`src/rtl/alu_pkg.sv`:
```
// Shared definitions for the ALU and its UART frame sequencer:
// FSM state encoding and the opcode values the ALU understands.
package alu_pkg;

  typedef enum logic [2:0] {
    ST_WAIT_A  = 3'd0,
    ST_WAIT_B  = 3'd1,
    ST_WAIT_OP = 3'd2,
    ST_EXEC    = 3'd3,
    ST_SEND    = 3'd4,
    ST_WAIT_TX = 3'd5
  } state_t;

  localparam logic [5:0] OP_ADD = 6'h20;
  localparam logic [5:0] OP_SUB = 6'h22;
  localparam logic [5:0] OP_AND = 6'h24;
  localparam logic [5:0] OP_OR  = 6'h25;
  localparam logic [5:0] OP_XOR = 6'h26;
  localparam logic [5:0] OP_NOR = 6'h27;
  localparam logic [5:0] OP_SRA = 6'h03;
  localparam logic [5:0] OP_SRL = 6'h04;

endpackage

```
`src/rtl/frame_timeout_counter.sv`:
```
// Inter-byte idle counter; saturates and flags expiry at TIMEOUT_CYCLES.
module frame_timeout_counter #(
  parameter int TIMEOUT_CYCLES = 1_000_000
) (
  input  logic i_clk,
  input  logic i_reset,
  input  logic i_clear,
  input  logic i_enable,
  output logic o_expired
);

  localparam int CW = $clog2(TIMEOUT_CYCLES + 1);
  localparam logic [CW-1:0] LIMIT = CW'(TIMEOUT_CYCLES);

  logic [CW-1:0] cnt_q, cnt_d;

  assign o_expired = (cnt_q == LIMIT);

  always_comb begin
    cnt_d = cnt_q;
    if (i_clear)
      cnt_d = '0;
    else if (i_enable && !o_expired)
      cnt_d = cnt_q + 1'b1;
  end

  always_ff @(posedge i_clk or posedge i_reset) begin
    if (i_reset)
      cnt_q <= '0;
    else
      cnt_q <= cnt_d;
  end

endmodule

```
`src/rtl/alu_uart_interface.sv`:
```
// Collects A, B, opcode bytes from the UART, presents them to the ALU,
// and hands the result to the transmitter with a one-cycle start strobe.
module alu_uart_interface
  import alu_pkg::*;
#(
  parameter int NB_DATA        = 8,
  parameter int NB_OP          = 6,
  parameter int TIMEOUT_CYCLES = 1_000_000
) (
  input  logic               i_clk,
  input  logic               i_reset,
  input  logic [NB_DATA-1:0] i_rx_data,
  input  logic               i_rx_done,
  input  logic               i_tx_done,
  input  logic [NB_DATA-1:0] i_alu_result,
  output logic [NB_DATA-1:0] o_data_a,
  output logic [NB_DATA-1:0] o_data_b,
  output logic [NB_OP-1:0]   o_operation,
  output logic [NB_DATA-1:0] o_tx_data,
  output logic               o_tx_start,
  output logic               o_overrun
);

  state_t             state_q, state_d;
  logic [NB_DATA-1:0] data_a_q, data_a_d;
  logic [NB_DATA-1:0] data_b_q, data_b_d;
  logic [NB_OP-1:0]   operation_q, operation_d;
  logic [NB_DATA-1:0] tx_data_q, tx_data_d;
  logic               tx_start_q, tx_start_d;
  logic               overrun_q, overrun_d;

  logic receiving, byte_accepted, tmo_expired, unused_rx_hi;

  // Opcode byte carries spare upper bits that are deliberately dropped.
  assign unused_rx_hi = ^i_rx_data[NB_DATA-1:NB_OP];

  assign receiving     = (state_q == ST_WAIT_A) || (state_q == ST_WAIT_B) ||
                         (state_q == ST_WAIT_OP);
  assign byte_accepted = receiving && i_rx_done;

  frame_timeout_counter #(
    .TIMEOUT_CYCLES(TIMEOUT_CYCLES)
  ) u_timeout (
    .i_clk    (i_clk),
    .i_reset  (i_reset),
    .i_clear  (byte_accepted || (state_q == ST_WAIT_A)),
    .i_enable ((state_q == ST_WAIT_B) || (state_q == ST_WAIT_OP)),
    .o_expired(tmo_expired)
  );

  always_comb begin
    state_d     = state_q;
    data_a_d    = data_a_q;
    data_b_d    = data_b_q;
    operation_d = operation_q;
    tx_data_d   = tx_data_q;
    tx_start_d  = 1'b0;
    overrun_d   = overrun_q | (i_rx_done && !receiving);
    case (state_q)
      ST_WAIT_A: if (i_rx_done) begin
        data_a_d = i_rx_data;
        state_d  = ST_WAIT_B;
      end
      // A byte arriving on the expiry cycle wins over the timeout.
      ST_WAIT_B: if (i_rx_done) begin
        data_b_d = i_rx_data;
        state_d  = ST_WAIT_OP;
      end else if (tmo_expired) begin
        state_d = ST_WAIT_A;
      end
      ST_WAIT_OP: if (i_rx_done) begin
        operation_d = i_rx_data[NB_OP-1:0];
        state_d     = ST_EXEC;
      end else if (tmo_expired) begin
        state_d = ST_WAIT_A;
      end
      ST_EXEC: begin
        tx_data_d  = i_alu_result;
        tx_start_d = 1'b1;
        state_d    = ST_SEND;
      end
      ST_SEND:    state_d = ST_WAIT_TX;
      ST_WAIT_TX: if (i_tx_done) state_d = ST_WAIT_A;
      default:    state_d = ST_WAIT_A;
    endcase
  end

  always_ff @(posedge i_clk or posedge i_reset) begin
    if (i_reset) begin
      state_q     <= ST_WAIT_A;
      data_a_q    <= '0;
      data_b_q    <= '0;
      operation_q <= '0;
      tx_data_q   <= '0;
      tx_start_q  <= 1'b0;
      overrun_q   <= 1'b0;
    end else begin
      state_q     <= state_d;
      data_a_q    <= data_a_d;
      data_b_q    <= data_b_d;
      operation_q <= operation_d;
      tx_data_q   <= tx_data_d;
      tx_start_q  <= tx_start_d;
      overrun_q   <= overrun_d;
    end
  end

  assign o_data_a    = data_a_q;
  assign o_data_b    = data_b_q;
  assign o_operation = operation_q;
  assign o_tx_data   = tx_data_q;
  assign o_tx_start  = tx_start_q;
  assign o_overrun   = overrun_q;

endmodule

```
`config.mk`:
```
export PLATFORM = sky130hd
export DESIGN_NAME = alu_uart_interface
export DESIGN_NICKNAME = d
export VERILOG_FILES = /design/src/rtl/alu_pkg.sv /design/src/rtl/frame_timeout_counter.sv /design/src/rtl/alu_uart_interface.sv
export SDC_FILE = /design/constraint.sdc
export NUM_CORES = 1
export LEC_CHECK = 0
export CORE_UTILIZATION = 46
export DETAILED_ROUTE_END_ITERATION = 8
export GPL_ROUTABILITY_DRIVEN = 0
export HOLD_SLACK_MARGIN = 0.05
export PLACE_DENSITY = 0.76
export SYNTH_ARGS = -nofsm -noshare
export SYNTH_HDL_FRONTEND = slang
export SYNTH_SLANG_ARGS = --single-unit
```
`constraint.sdc`:
```
create_clock -name i_clk -period 1.8 [get_ports i_clk]
set_input_delay 0.36 -clock i_clk [delete_from_list [all_inputs] [get_ports i_clk]]
set_output_delay 0.36 -clock i_clk [all_outputs]
set_load 0.01 [all_outputs]
```
-- Word-level counts from Yosys, hierarchy flattened
Index checks and enable logic that the tools add are counted.
- add/sub/neg operators: 1
- $mul: 0
- divide/modulo/power cells: 0
- order comparisons: 0
- equality and inequality tests: 8
- shifts and indexed selects: 0
- multiplexer cells: 9
- bitwise logic cells: 1
- reduce and logical (&&, ||, !) cells: 15
- operators by type and width (operator ; count):
    $mux W20 ; 2
    $add A20 B1 Y20 const B ; 1
    $eq A20 B20 Y1 const B ; 1
    $pmux W3 S6 ; 1
    $mux W3 ; 5
    $reduce_and A2 Y1 ; 4
    $eq A3 B2 Y1 const B ; 2
    $eq A3 B3 Y1 const B ; 2
    $logic_or A1 B1 Y1 ; 4
    $ne A2 B2 Y1 const B ; 2
    $eq A3 B1 Y1 const B ; 1
    $logic_and A1 B1 Y1 ; 3
    $logic_not A3 Y1 ; 1
    $logic_not A1 Y1 ; 2
    $reduce_bool A2 Y1 ; 1
    $mux W1 ; 1
    $or A1 B1 Y1 ; 1
- bits in registers: 55
- bits in latches: 0
- bits in writable memories: 0
- ROM bits: 0
- input bits: 20
- output and inout bits: 32
- logic and storage cells: 42
- memories kept: 0

-- Logic depth before layout (Yosys ltp)
- depth in word-level cells: 6
- depth in mapped cells: 7
- gate-level depth less buffers: 7

-- By module
Synthesis repeated with hierarchy kept, for this count alone.
- cell total of the unflattened synthesis: 215
- area, all modules: 2538.7 µm²
- modules (own cells, without submodules) (module ; instances ; cells each ; area an instance (µm²) ; seq. area each (µm²)):
    alu_uart_interface ; 1 ; 96 ; 1415.1 ; 875.8
    frame_timeout_counter ; 1 ; 119 ; 1123.6 ; 500.5

-- Worst setup path after synthesis
No wires, ideal clock.
- path type: flip-flop to flip-flop
- start: reg u_timeout.cnt_q[0]
- end: reg u_timeout.cnt_q[5]
- data arrival time: 1.631 ns
- required time: 1.722 ns
- slack: 0.091 ns
- stages on the path, launching flop included: 8
- buffers on the path: 0
- cell sequence: dfrtp_1 > inv_1 > ha_1 > nor4bb_1 > nand3_1 > o21ai_4 > or4_1 > a21oi_1
- cells in the longest elaborated chain, start to end: 4
- elaborated cells on any way between the ends: 7
- classes of those cells: add/sub (1); eq/ne (1); mux (2); reduce/logical (3)
- RTL lines (element ; line ; RTL):
    start: declaration ; frame_timeout_counter.sv:15 ; logic [CW-1:0] cnt_q, cnt_d;
    start signal: assignment ; frame_timeout_counter.sv:31 ; cnt_q <= cnt_d;
    parallel branches: the longest is 4 deep, another holds $add A20 B1 Y20 ; n/a ;
Several ways; the timed one is not identified. The select of a mux whose other input is x is not followed.
A chain may end at the register's enable or synchronous reset.

-- Worst setup path after layout
- start: reg u_timeout.cnt_q[1]
- end: reg state_q[1]
- cells in the longest elaborated chain, start to end: 4
- elaborated cells on any way between the ends: 5
- classes of those cells: eq/ne (1); mux (4)
- RTL lines (element ; line ; RTL):
    $eq A20 B20 Y1 (*) ; frame_timeout_counter.sv:17 ; assign o_expired = (cnt_q == LIMIT);
    $mux W3 (*) ; n/a ;
    $mux W3, on equally long branches ; n/a ;
    $pmux W3 S6 (*) ; n/a ;
    end signal: assignment ; alu_uart_interface.sv:98 ; state_q <= state_d;
    end: declaration ; alu_uart_interface.sv:24 ; state_t state_q, state_d;
Every way passes the cells marked *; elsewhere a longest branch is shown, timed or not.

==> flow_summary.json <==
{
  "clkTransAtPathRegs_ns": 0.09,
  "wl_per_cell_um": 14.21,
  "h-tree-depth": 2,
  "cellLeakagePower_nw": 1.469,
  "arrival_ns": 1.92,
  "dp_cells": 352,
  "grt_max_degree": 44,
  "period_needed_ns": 1.731,
  "drt_first_pass_iters": 4,
  "die_area_um2": 5775,
  "r2r_slack_ns": 0.07,
  "p_int_mw": 3.374,
  "setup_ws_ns": 0.06902,
  "synth_edf_count": 0,
  "path_cells": "inv_2, ha_4, nor4bb_1, nand3_1, or2_4, o211ai_1, o21ai_1",
  "final_cell_mix": "dfrtp_1, clkdlybuf4s50_1, nand2_1",
  "vias": 1856,
  "cts-root-buf": "clkbuf_8",
  "p_switching_mw": 1.625,
  "critPathMaxStageDelay_ns": 0.40,
  "clock_sinks": 55,
  "design_area_um2": 3392,
  "die_h_um": 76.00,
  "reg2regPathDepth": 7,
  "portBuffers": 51,
  "grt_usage_pct": 18.59,
  "tightestPinTransition_ns": 0.4082,
  "r2r_start": "u_timeout.cnt_q[1]",
  "cp-end-kind": "flip-flop",
  "path_buf_inv": 1,
  "netSwitchingFraction_pct": 32.51,
  "yosys.cell_types.count": 42,
  "finalHoldWorstSlack_ns": 0.3300,
  "fin_skew_ns": 0.003734,
  "initial_core_util_pct": 48.39,
  "ios": 52,
  "drv_cap": 0,
  "yosysWarnings": 0,
  "setup_viol": 0,
  "clockPowerShare_pct": 16.6,
  "wirelength_um": 5159,
  "required_ns": 1.99,
  "first_global_vias": 1877,
  "cp_max_fo": 5,
  "dieWidth_um": 76.00,
  "r2r-end": "state_q[1]",
  "core.rowCount": 26,
  "cts_made_buffers": 5,
  "sequentialPowerShare_pct": 37.7,
  "pre_cts_ws_ns": 0.02191,
  "grt_pass1_wl_um": 8569,
  "syn_area_per_cell_um2": 11.35,
  "cts.path.max_buffers": 2,
  "yosysSeqAreaShare_pct": 54.64,
  "worstSkewPairLatency_ns": 0.30,
  "synthFlopType": "dfrtp_1",
  "final_common_cell": "dfrtp_1",
  "async_reset_ff_share_pct": 100.0,
  "drc": 0,
  "cp_slowest_cell": "dfrtp_1",
  "yosys.area.top_type": "dfrtp_1",
  "fmax_ghz": 0.5777,
  "pwr_density_cell_nw_per_um2": 1474,
  "synth_top_area_share_pct": 54.64,
  "ant_nets": 0,
  "slew_headroom_pct": 72.58,
  "outcome": "finished clean",
  "finalMaxSlewViolations": 0,
  "placed_area_um2": 3226,
  "n_fill_cell": 423,
  "syn_to_final_growth_pct": 34.67,
  "finish.utilization_pct": 65.17,
  "min_path_type": "in -> async",
  "hold_viol_final": 0,
  "p_comb_share_pct": 45.7,
  "nNetsFinal": 314,
  "hold_buffers": 0,
  "core-area_um2": 5205,
  "crit_family": "simple AND/OR/NAND/NOR gates",
  "syn_inst": 222,
  "fin_total_pwr_mw": 4.999,
  "drt_iter0_drc": 54,
  "syn_area_um2": 2519,
  "diodes": 0,
  "syn-num-nets": 244,
  "path_class": "reg -> reg",
  "viasPerCell": 5.113,
  "drive_gt1_share_pct": 22.53,
  "instances_no_fill": 363,
  "cts_tree": "built",
  "place_hpwl_um": 3840,
  "yosys-top-cells-area": "dfrtp_1, mux2_2, xor2_1, nand2_1, nor2_1",
  "ir_worst_vdd_v": 0.001029,
  "grt_setup_unrepaired": "yes",
  "startpoint_type": "flip-flop",
  "tns_ns": 0,
  "min_period_over_period_pct": 96.17,
  "antenna_found_initial": 0,
  "ys_seq_elements": 55,
  "grt_overflow_total": 0
}
[cells by family (layout without fill, tap and decap cells)]
family,count (synthesis),in the layout,share of synthesized area [%]
DFF,55,55,54.64
and+or+nand+nor,98,98,20.87
buffers and inverters,12,83,2.335
xor gates and xnor gates,18,18,7.005
adders and majority gates,2,2,0.9934
AOI/OAI and AO/OA,14,14,3.925
muxes,23,23,10.23
[layer usage]
metal	up-vias	track usage, %	share of wire, %
li1	892	-	-
met1	914	21.68	43
met2	43	32.82	50
met3	7	6.108	6.3
met4	0	5.000	0.74
met5	-	0	0
[synth_stat cells (all sizes together), types with 2 or more instances]
cell type,count
xor2,15
nand2b,2
nand3,11
o21ai,4
a21oi,3
o211ai,4
nor2,27
nor4,2
ha,2
mux2,22
inv,3
nor4b,2
clkbuf,4
or2,2
xnor2,3
dfrtp,55
buf,4
nor3,2
nand4,7
and3,6
nand2,31
[power groups by stage]
stage          Combinational [mW]  Clock (mW)  Sequential [mW]
4_1_cts                      2.27       0.855             1.89
3_5_place_dp                 2.26           0             1.90
6_report                     2.28       0.830             1.89
5_1_grt                      2.47       0.893             1.93
2_1_floorplan                1.06           0             2.00
3_3_place_gp                 2.20           0             1.89
[worst register-to-register path: stages (launching register included)]
cell      delay [ns]
dfrtp_1         0.40
inv_2           0.08
ha_4            0.12
nor4bb_1        0.20
nand3_1         0.25
or2_4           0.33
o211ai_1        0.16
o21ai_1         0.09
[sequential cells by signal (all words and copies together) (netlist names)]
| name | count |
|---|---|
| o_operation | 6 |
| o_tx_start | 1 |
| o_tx_data | 8 |
| state_q | 3 |
| u_timeout.cnt_q | 20 |
| o_overrun | 1 |
| o_data_b | 8 |
| o_data_a | 8 |
[how the worst max path moves through the flow]
stage / end / slack [ns] / depth (start not counted) / startpoint
6_report: state_q[1] / 0.07 / 7 / u_timeout.cnt_q[1]
5_1_grt: state_q[1] / -0.04 / 7 / u_timeout.cnt_q[1]
3_5_place_dp: u_timeout.cnt_q[5] / 0.02 / 7 / u_timeout.cnt_q[0]
3_3_place_gp: o_data_a[6] / 0.08 / 5 / i_rx_done
4_1_cts: u_timeout.cnt_q[5] / 0.005 / 7 / u_timeout.cnt_q[0]
2_1_floorplan: u_timeout.cnt_q[5] / 0.09 / 7 / u_timeout.cnt_q[0]
[what timing repair did]
item / in CTS / in global routing
pin swaps: 1 / 9
gates resized for setup: 0 / 7
buffers inserted: 0 / 3
endpoints found under the setup margin: 1 / 9
[cell type report]
type                    instances  area, µm²  area share (%)
clock inverters                 2      35.03           1.033
well taps                      70      87.58           2.582
clock buffers                   6      82.58           2.435
multi-input cells             155       1110           32.72
repair buffers                 71      685.7           20.21
flip-flops and latches         55       1376           40.58
inverters                       4      15.01          0.4426
No activity file was read; power rests on OpenSTA's default activity.
==> patch 1 (same settings) <==
The 6 states of `state_t` get a one-hot encoding in 6 bits.
--- a/src/rtl/alu_pkg.sv
+++ b/src/rtl/alu_pkg.sv
@@ -4,9 +4,9 @@
 
-  typedef enum logic [2:0] {
-    ST_WAIT_A  = 3'd0,
-    ST_WAIT_B  = 3'd1,
-    ST_WAIT_OP = 3'd2,
-    ST_EXEC    = 3'd3,
-    ST_SEND    = 3'd4,
-    ST_WAIT_TX = 3'd5
+  typedef enum logic [5:0] {
+    ST_WAIT_A  = 6'b000001,
+    ST_WAIT_B  = 6'b000010,
+    ST_WAIT_OP = 6'b000100,
+    ST_EXEC    = 6'b001000,
+    ST_SEND    = 6'b010000,
+    ST_WAIT_TX = 6'b100000
   } state_t;
Check against the original RTL: same outputs for any inputs over 10 cycles, from zero or initial values and one cycle with i_reset high; not proved beyond that.
==> patch 1 against the unedited design <==
  * The run now ends with setup timing left
  * Sequential cell count rose by 3
  * Total power rose by 13%
  * Sequential share of layout area fell by 6.2 points
  * Fmax fell by 21%
  * Worst setup slack got worse by 0.47 ns
  * Combinational power rose by 11%
  * Wire length rose by 55%
  * Area after synthesis rose by 8.8%
  * Cell area rose by 25%
  * Largest cell class unchanged
  * Largest power group unchanged
==> patch 1: results (changes against the unedited design) <==
DRT iter0 DRCs 129 (+140%); Post-Synth XOR/XNOR Area 1.28% (-5.7 points); slew of the pin with the lowest slew margin 0.536 ns (+0.128 ns); sequential area share after synthesis 53.0% (-1.7 points); Crit path arrival time 2.47 ns (+0.55 ns); commonest cells in the synthesized netlist dfrtp_1 (57), mux2_2 (30), a21oi_1 (18); wire length of the first global-routing pass 11400 um (+33%); number of setup violations in the final report 46 (+46); static power due to leakage 1.79 nW (+22%); htree depth 3 (+1); clock-pin transition on the worst setup and hold timing paths 0.07 ns (-0.02 ns); Synth Area in Adders 0.913% (-0.081 points); # Post-CTS Setup Buffers 5 (+5); final std cells w/o fill 428 (+18%); delay of the slowest cell on the worst path 0.55 ns (+0.15 ns); share of post-route cells with drive strength above 1 41.0% (+18 points); routed vias/inst 5.84 (+14%); average cell area after synthesis 11.2 um2 (-0.97%); placed wire-length estimate 4710 um (+23%); post-synth net total 266 (+9.0%); number of global-route vias before repair 2422 (+29%); clk_skew 0.0105 ns (+0.00676 ns); peak supply drop 0.908 mV (-12%); worst hold-check path type in -> async; CP max stage cell or4b_4; violated checks setup timing; accumulated negative setup slack -9.80 ns (-9.80 ns); outcome finished with violations; largest fanout on the critical path 7 (+2); library cells used by synthesis 39 (-7.1%); cts bufs inserted 9 (+4); total iterations of the first detailed-routing run 5 (+1); clock latency reported for the late side of the worst-skew pair 0.35 ns (+0.05 ns); dpl cells 401 (+14%); final setup margin -0.396 ns (-0.465 ns); sum of routed wire length over all layers 8000 um (+55%); complex-gate fraction of the synthesized area 8.81% (+4.9 points); post-synthesis async set-or-reset flop share 100% (unchanged); count of nets after finishing 373 (+19%); cells resized by post-CTS repair 23 (+23); dominant cells by area after synthesis dfrtp_1 (52%), mux2_2 (12%), a21oi_1 (3.3%); Placement Cell Area 3680 um2 (+14%); maximum number of pins on one net before global-route repair 24 (-45%); prevailing post-synth register cell dfrtp_1; smallest hold slack 0.330 ns (+0.000406 ns); multiplexer fraction of the synthesized cell area 13.4% (+3.2 points); global routing usage summed across all routing layers 24.3% (+5.7 points)
## patch 1: cell types whose count changed after synthesis, sizes merged, moves of 5 or more
cell   before  now
nor2       27    5
a21oi       3   18
o31ai       1    9
or4         1   12
or3         1    6
inv         3   11
nand2      31   13
xor2       15    3
mux2       22   30
nand3      11   17
## patch 1: per-layer routing
metal | vias up | track usage, % | part of all wire, %
met5 | - | 0 | 0
met4 | 0 | 12.5 | 3.5
met3 | 27 | 5.75 | 3.6
met2 | 86 | 38.1 | 51
met1 | 1259 | 31.3 | 42
li1 | 1128 | - | -
## patch 1: path summary, 6_finish.rpt
path | from | endpoint | cells after the start
min in group i_clk | o_overrun | o_overrun | 1
max | state_q[3] | u_timeout.cnt_q[11] | 4
min | i_reset | u_timeout.cnt_q[7] | 2
max in group asynchronous | i_reset | state_q[1] | 3
min reg2reg | o_overrun | o_overrun | 1
max reg2reg | state_q[3] | u_timeout.cnt_q[11] | 4
## patch 1: layout make-up
class / count / area (um2)
Tap cell: 72 / 90.1
Inverter: 11 / 41.3
Sequential cell: 58 / 1450
Fill cell: 349 / 1380
Clock buffer: 12 / 155
Multi-Input combinational cell: 166 / 1450
Timing Repair Buffer: 105 / 986
Clock inverter: 4 / 50.0
## patch 1: cells by family after synthesis
| kind of cell | Yosys count |
|---|---|
| fa+ha+maj | 2 |
| compound gates | 40 |
| simple gates | 86 |
| mux | 33 |
| buf+inv | 21 |
| flops | 58 |
| xor+xnor | 4 |
## patch 1: where the power goes
group	internal (mW)	total, mW	switching, mW
clock network	0.712	1.24	0.530
logic	1.43	2.53	1.10
registers	1.66	1.88	0.214
total	3.81	5.65	1.84
## patch 1: worst max-delay path: cells and delay by family, from the launching register on
kind / cells / cell delay [ns]
and+or+nand+nor: 3 / 1.58
DFF: 1 / 0.42
AOI/OAI and AO/OA: 1 / 0.12
==> patch 2 (same flow settings) <==
Without the edit above. The parameter `NB_OP` goes from 6 to 7.
--- a/src/rtl/alu_uart_interface.sv
+++ b/src/rtl/alu_uart_interface.sv
@@ -6,3 +6,3 @@
   parameter int NB_DATA        = 8,
-  parameter int NB_OP          = 6,
+  parameter int NB_OP          = 7,
   parameter int TIMEOUT_CYCLES = 1_000_000
Interface: changed (resized o_operation); port bits go from 52 to 53. No check against the original RTL was run, so the function may have changed too.
==> patch 2 against the unedited design <==
  * Critical path type unchanged
  * Cell count up 2.2%
  * Total power up 3.8%
  * Cell area up 4.5%
  * Synthesized cell count down 0.45%
  * The flow now finishes with violations (setup timing)
  * Sequential cell count up 1
  * Wire length up 12%
  * Area after synthesis up 2.4%
  * Worst setup slack worse by 0.13 ns
  * Hold slack better by 0.082 ns
  * Largest power group unchanged
  * Clock skew up 0.011 ns
  * Count of clock-buffer cells in the layout unchanged
==> patch 2: results (changes against the unedited design) <==
static power due to leakage 1.45 nW (-0.96%); smallest hold slack 0.412 ns (+0.0821 ns); CP max stage cell or4_4; number of global-route vias before repair 2071 (+10%); outcome finished with violations; clock-pin transition on the worst setup and hold timing paths 0.11 ns (+0.02 ns); wire length of the first global-routing pass 9790 um (+14%); Placement Cell Area 3350 um2 (+3.8%); share of post-route cells with drive strength above 1 29.6% (+7.0 points); delay of the slowest cell on the worst path 0.55 ns (+0.15 ns); peak supply drop 0.960 mV (-6.7%); violated checks setup timing; worst-case headroom to the max-slew limit 69.7% (-2.9 points); average cell area after synthesis 11.7 um2 (+2.9%); final setup margin -0.0647 ns (-0.134 ns); number of setup violations in the final report 7 (+7); placed wire-length estimate 4080 um (+6.3%); accumulated negative setup slack -0.277 ns (-0.277 ns); Filler Cell Count 401 (-5.2%); proportion of total power due to net switching 33.4% (+0.89 points); post-synth net total 243 (-0.41%); DRT iter0 DRCs 135 (+150%); largest fanout on the critical path 8 (+3); dpl cells 359 (+2.0%); library cells used by synthesis 39 (-7.1%); count of nets after finishing 322 (+2.5%); Crit path arrival time 2.11 ns (+0.19 ns); dominant cells by area after synthesis dfrtp_1 (54%), mux2_2 (14%), a21oi_1 (2.3%); per-cell routed wire length 15.6 um (+9.8%)
patch 2: cell count changes in the layout (fill, tap and decap cells not counted), moves of 5 or more:
cell     unedited run  this run
buf_4              18        26
xor2_1             15         0
nand2_1            31        13
and3_1              6         1
inv_1               0         8
mux2_2             22        31
a21oi_1             3         8
nor2_1             25        11
patch 2: kinds of logic after synthesis:
kind of cell               after synthesis  share of synthesized area, %
buffers and inverters                   20                          3.39
AOI/OAI and AO/OA                       32                          8.29
adders and majority gates                2                         0.970
muxes                                   34                          14.7
xor gates and xnor gates                 7                          3.10
and+or+nand+nor                         70                          15.2
DFF                                     56                          54.3
patch 2: worst reg2reg max path, stage by stage (launching register included):
cell and delay [ns]:
dfrtp_2 0.46, xnor2_4 0.16, or4_4 0.55, buf_6 0.16, or3_4 0.33, a21oi_2 0.14
patch 2: power groups by stage:
| stage | clock network (mW) | registers, mW | logic [mW] |
|---|---|---|---|
| after floorplan | 0 | 2.07 | 1.11 |
| after global routing | 0.754 | 1.99 | 2.78 |
| after detailed placement | 0 | 1.94 | 2.42 |
| after CTS | 0.712 | 1.93 | 2.44 |
| final | 0.691 | 1.93 | 2.56 |
| after global placement | 0 | 1.92 | 2.37 |
patch 2: per-layer routing:
metal,up-vias,routed length [um],GRT usage [%]
met1,990,2500,25.6
met2,41,2920,34.9
met5,-,0,0
met3,6,323,6.55
met4,0,48,5.58
li1,953,-,-
patch 2: path summary, 6_finish.rpt:
check | from | depth (start not counted) | end
hold reg to reg | o_data_a[4] | 1 | o_data_a[4]
hold / removal | i_reset | 3 | o_data_a[3]
setup reg to reg | state_q[1] | 5 | u_timeout.cnt_q[12]
setup / recovery | state_q[1] | 5 | u_timeout.cnt_q[12]
min in group i_clk | o_data_a[4] | 1 | o_data_a[4]
max in group asynchronous | i_reset | 3 | state_q[1]
patch 2: repair_timing:
action | CTS | global route
gates resized for setup | 5 | 16
pin swaps | 2 | 6
buffers inserted | 0 | 4
endpoints found under the setup margin | 7 | 15
hold buffers | 0 | 0
patch 2: area by class of cell:
cell class | instances | area (um2) | area share [%]
Sequential cell | 56 | 1400 | 39.6
Multi-Input combinational cell | 145 | 1160 | 32.7
Timing Repair Buffer | 82 | 769 | 21.7
Tap cell | 70 | 87.6 | 2.47
Clock buffer | 6 | 72.6 | 2.05
Inverter | 10 | 37.5 | 1.06
Clock inverter | 2 | 13.8 | 0.388
